$ cat config.mk
export PLATFORM = sky130hd
export DESIGN_NAME = synth_top
export DESIGN_NICKNAME = d
export VERILOG_FILES = /design/src/rtl/synth_top.sv
export SDC_FILE = /design/constraint.sdc
export NUM_CORES = 1
export LEC_CHECK = 0
export CORE_ASPECT_RATIO = 1.2
export CORE_MARGIN = 2
export CORE_UTILIZATION = 55
export CTS_CLUSTER_SIZE = 14
export DETAILED_ROUTE_END_ITERATION = 6
export PLACE_DENSITY = 0.78
export SLEW_MARGIN = 25
export SYNTH_ARGS = -nofsm -noshare
export SYNTH_HDL_FRONTEND = slang
export SYNTH_SLANG_ARGS = --single-unit
$ cat constraint.sdc
create_clock -name clk -period 5.6 [get_ports clk]
set_input_delay 0.56 -clock clk [delete_from_list [all_inputs] [get_ports clk]]
set_output_delay 0.56 -clock clk [all_outputs]
set_load 0.005 [all_outputs]
$ cat src/rtl/synth_top.sv
// Tone synthesiser top: clock divider for I2S clocks, phase-accumulator tone, I2S serializer.
// Define SYNTH_SAW_EN to replace the square wave with a full-scale sawtooth.
module synth_top #(
  parameter logic [23:0] TONE_INC = 24'd151183,
  parameter logic [23:0] AMP      = 24'h100000
) (
  input  logic       clk,
  input  logic       rst,
  output logic [7:0] led,
  output logic       mclk,
  output logic       lrck,
  output logic       sck,
  output logic       sdout
);

  logic [10:0] cnt;
  logic [23:0] phase;
  logic [23:0] sample_reg;
  logic [23:0] next_sample;
  logic        frame_end;
  logic        slot_end;
  logic [4:0]  next_slot;
  logic [4:0]  bit_idx;

  // All I2S clocks are plain taps of the free-running frame counter
  assign mclk = cnt[1];
  assign sck  = cnt[4];
  assign lrck = cnt[10];

  always_comb begin
    frame_end = (cnt == 11'd2047);
    slot_end  = (cnt[4:0] == 5'd31);
    next_slot = cnt[9:5] + 5'd1;
    bit_idx   = 5'd24 - next_slot;
  end

  always_comb begin
    next_sample = '0;
`ifdef SYNTH_SAW_EN
    next_sample = {~phase[23], phase[22:0]};
`else
    next_sample = phase[23] ? (~AMP + 24'd1) : AMP;
`endif
  end

  always_ff @(posedge clk) begin
    if (rst) begin
      cnt <= '0;
    end else begin
      cnt <= cnt + 11'd1;
    end
  end

  // New sample is taken from the old phase once per frame, at the counter wrap
  always_ff @(posedge clk) begin
    if (rst) begin
      phase      <= '0;
      sample_reg <= '0;
      led        <= '0;
    end else if (frame_end) begin
      sample_reg <= next_sample;
      phase      <= phase + TONE_INC;
      led        <= next_sample[23:16];
    end
  end

  // Data changes at the end of each SCK period, so the MSB lags LRCK by one slot
  always_ff @(posedge clk) begin
    if (rst) begin
      sdout <= 1'b0;
    end else if (slot_end) begin
      if ((next_slot >= 5'd1) && (next_slot <= 5'd24)) begin
        sdout <= sample_reg[bit_idx];
      end else begin
        sdout <= 1'b0;
      end
    end
  end

endmodule

==> results.md <==
- The post-cts hold buffer count is 0.
- The register with the most flip-flops in the layout has 24 of them.
- The final net count is 248.
- Static timing analysis puts the maximum clock frequency at 0.461 GHz.
- By count the netlist is led by sky130_fd_sc_hd__dfxtp_1 (38), sky130_fd_sc_hd__nor2_1 (28), sky130_fd_sc_hd__nor2b_1 (14).
- The number of antenna violations at the first check in global routing is 0.
- Data on the critical path is required at its endpoint by 5780 ps.
- The count of antenna-violating nets left after detailed routing is 0.
- Counting flops with an async set or reset pin after synthesis yields a share of 0%.
- Compared with the post-synthesis result, the final layout area differs by 4.75%.
- The power per standard cell area is 205 nW/um^2.
- The placed instance count is 287.
- Of the post-synthesis cell area, the dominant cell type holds 34.4%.
- Buffers placed on the I/O ports in this run total 9.
- The count of endpoints failing hold in the final timing report came to 0.
- The number of diodes is 0.
- The count of standard-cell rows is 25.
- Summed over all nets, the switching power comes to 0.103 mW.
- Yosys mapped a number of flops with a built-in enable equal to 0.
- The die is 73.5 um tall.
- Clock tree synthesis inserted a total of 5 buffers.
- The kind of end point of the critical path is a register.
- The run finished with clean final reports.
- At the pin with the least slew margin, the transition time is 880 ps.
- The deepest level of the CTS H-tree is 2.
- Buffers added to address setup during post-CTS repair amount to 0.
- The synthesized design contains 38 register bits.
- The worst path uses 38.7% of the clock period.
- The wire-length estimate of the detail-placed layout is 2800 um.
- Along the worst path, the maximum fanout reaches 16.
- Summed over all failing endpoints, the final setup total negative slack is 0 ps.
- After synthesis, the netlist uses 60 different library cells.
- Of the synthesized area, sequential elements account for 34.4%.
- The CTS sink count is 38.
- Before antenna repair, the detailed router went through 4 iterations.
- The detailed router finished its first iteration with 28 violations.
- The count of mapped cells out of synthesis is 239.
- Sequential cells account for 57.8% of the total power.
- The final routed wirelength across all metal layers is 3970 um.
- In the final layout, the share of cells above drive strength 1 is 13.0%.
- TritonCTS built the clock tree.
- The final setup violation count is 0.
- The final non-filler cell total is 293.
- In this run the static leakage power is 0.828 nW.
- The number of warnings issued by yosys is 0.
- The type of the setup path with the least slack is register to register.
- The clock transition time at the flip-flop clock pins of the worst setup and hold paths is 70 ps.
- The largest vdd supply drop is 175 uV.
- In this run the clock root is driven by a sky130_fd_sc_hd__clkbuf_8.
- The clock period could shrink to 2170 ps.
- After filler insertion, the fill cell instance count of the layout stands at 333.
- For this run, design rule violations remaining after detail routing come to 0.
- The total area inside the core boundary comes to 3910 sq um.
- Pin placement for this block handled 14 I/O pins.
- The overall fraction of global-route tracks in use is 20.3%.
- The mean cell area of the mapped netlist is 9.25 sq um.
- Setup repair after global routing left no endpoint under its margin.
- The combinational power share is 2.9%.
- The path class of the tightest hold or removal check is register to register.
- Sorting the synthesized cells by area gives the leading types as sky130_fd_sc_hd__dfxtp_1 (34%), sky130_fd_sc_hd__nor2_1 (4.8%), sky130_fd_sc_hd__mux2_2 (4.1%), sky130_fd_sc_hd__nor2b_1 (4.0%), sky130_fd_sc_hd__ha_1 (3.4%).
- STA classifies the critical path startpoint as a register.
- In the final routed layout, each cell accounts on average for 13.5 um.
- Entering global routing, the biggest net connects 52 pins.
- The wire length of the first global-routing pass is 6930 um.
- The largest area contributor in the netlist is sky130_fd_sc_hd__dfxtp_1.
- The effective utilization at floorplan is 56.5%.
- In this run the tightest slew margin relative to its limit is 41.3%.
- Before CTS, the worst setup slack after placement is 3430 ps.
- The longest clock path from root to sink contains 2 buffers.
- The die footprint is 4540 sq um.
- For the final database, setup skew stands at 3.31 ps.
- In this run the cell area of the synthesized design comes to 2210 sq um.
- Across the run, the number of max-cap violations was 0.
- The clock reaches the later pin of the worst-skew pair after 290 ps.
- Summing all multi-input logic gate instances after layout gives 1310 sq um.
- The internal portion of the total power is 0.371 mW.
- The worst path setup slack after routing is 3430 ps.
- The combined flip-flop and latch cell area is 761 sq um.
- The die is 61.9 um wide.
- The congestion estimate from routability-driven global placement came to 0.775.
- Summed over all layers, the global routing overflow is 0.
- In the routed layout, each cell is associated on average with a via count of 5.67.
- The final core area utilization is 59.2%.
- At the worst endpoint, the arrival time is 2350 ps.
- The final count of pins violating max slew is 0.
- The number of gates resized after CTS is 0.
- The proportion of power drawn by the clock network is 39.3%.
- The total power of the final layout is 0.475 mW.
- Among all cell types in the netlist, the one instantiated most often is sky130_fd_sc_hd__dfxtp_1.
- The total vias in the final route is 1,662.
- The prevailing post-synth register cell is sky130_fd_sc_hd__dfxtp_1.
- The fraction of power spent switching nets is 21.7%.
- The via count of the first global-routing pass is 1,568.
[power by group through the flow]
stage	clock, mW	combinational (mW)	sequential [mW]
6_report	0.187	0.0138	0.274
5_1_grt	0.201	0.0162	0.274
4_1_cts	0.192	0.0139	0.274
3_5_place_dp	0	0.0138	0.280
3_3_place_gp	0	0.0136	0.280
2_1_floorplan	0	0.0131	0.280
[cell type report]
cell class,instances,share of cell area [%]
Sequential cell,38,32.8
Multi-Input combinational cell,182,56.3
Tap cell,54,2.92
Clock buffer,6,3.57
Timing Repair Buffer,9,3.67
Inverter,4,0.648
[per-layer routing]
layer / up-vias / track usage [%] / routed length (um)
met1: 782 / 25.4 / 1830
met5: - / 0 / 0
li1: 853 / - / -
met4: 0 / 8.27 / 76
met3: 8 / 5.81 / 132
met2: 19 / 32.2 / 1930
[worst max-delay path, stage by stage (launching register included)]
cell and delay (ps):
sky130_fd_sc_hd__dfxtp_1 390, sky130_fd_sc_hd__ha_1 290, sky130_fd_sc_hd__and4_1 400, sky130_fd_sc_hd__nand3_4 220, sky130_fd_sc_hd__nor4b_1 390, sky130_fd_sc_hd__mux2_2 370
[cells by family after synthesis]
logic type               synth area share, %
multiplexers                            6.56
flip-flops                              34.4
other                                  0.170
buffers and inverters                   7.07
adder cells (fa/ha/maj)                 3.40
AND/OR/NAND/NOR                         30.1
XOR/XNOR                                4.75
AO/OA/AOI/OAI                           13.5
[final timing paths]
check               startpoint                endpoint  slack [ps]  depth (start not counted)
max          cnt[1]$_SDFF_PP0_  phase[21]$_SDFFE_PP0N_        3430                          5
min          cnt[0]$_SDFF_PP0_       cnt[0]$_SDFF_PP0_         470                          1
max reg2reg  cnt[1]$_SDFF_PP0_  phase[21]$_SDFFE_PP0N_        3430                          5
min reg2reg  cnt[0]$_SDFF_PP0_       cnt[0]$_SDFF_PP0_         470                          1
[cells in the final DEF (no fill, tap or decap), types with 5 or more instances in the layout]
cell type,Yosys,routed
sky130_fd_sc_hd__a21oi_1,10,10
sky130_fd_sc_hd__clkbuf_8,2,6
sky130_fd_sc_hd__clkdlybuf4s50_1,0,8
sky130_fd_sc_hd__dfxtp_1,38,38
sky130_fd_sc_hd__ha_1,6,6
sky130_fd_sc_hd__mux2_2,8,8
sky130_fd_sc_hd__nand2_1,12,12
sky130_fd_sc_hd__nand3_1,7,7
sky130_fd_sc_hd__nand4_1,10,10
sky130_fd_sc_hd__nor2_1,28,28
sky130_fd_sc_hd__nor2b_1,14,14
sky130_fd_sc_hd__o21ai_0,6,6
sky130_fd_sc_hd__or3_1,7,7
sky130_fd_sc_hd__xnor2_1,5,5
sky130_fd_sc_hd__xor2_1,7,7
[per-stage QoR]
stage	cell area [sq um]	hold slack, ps
2_1_floorplan	2220	437
3_3_place_gp	2230	453
3_5_place_dp	2230	461
4_1_cts	2320	477
5_1_grt	2320	502
6_report	2320	469
Note: power is estimated with default switching activity, not from simulation.
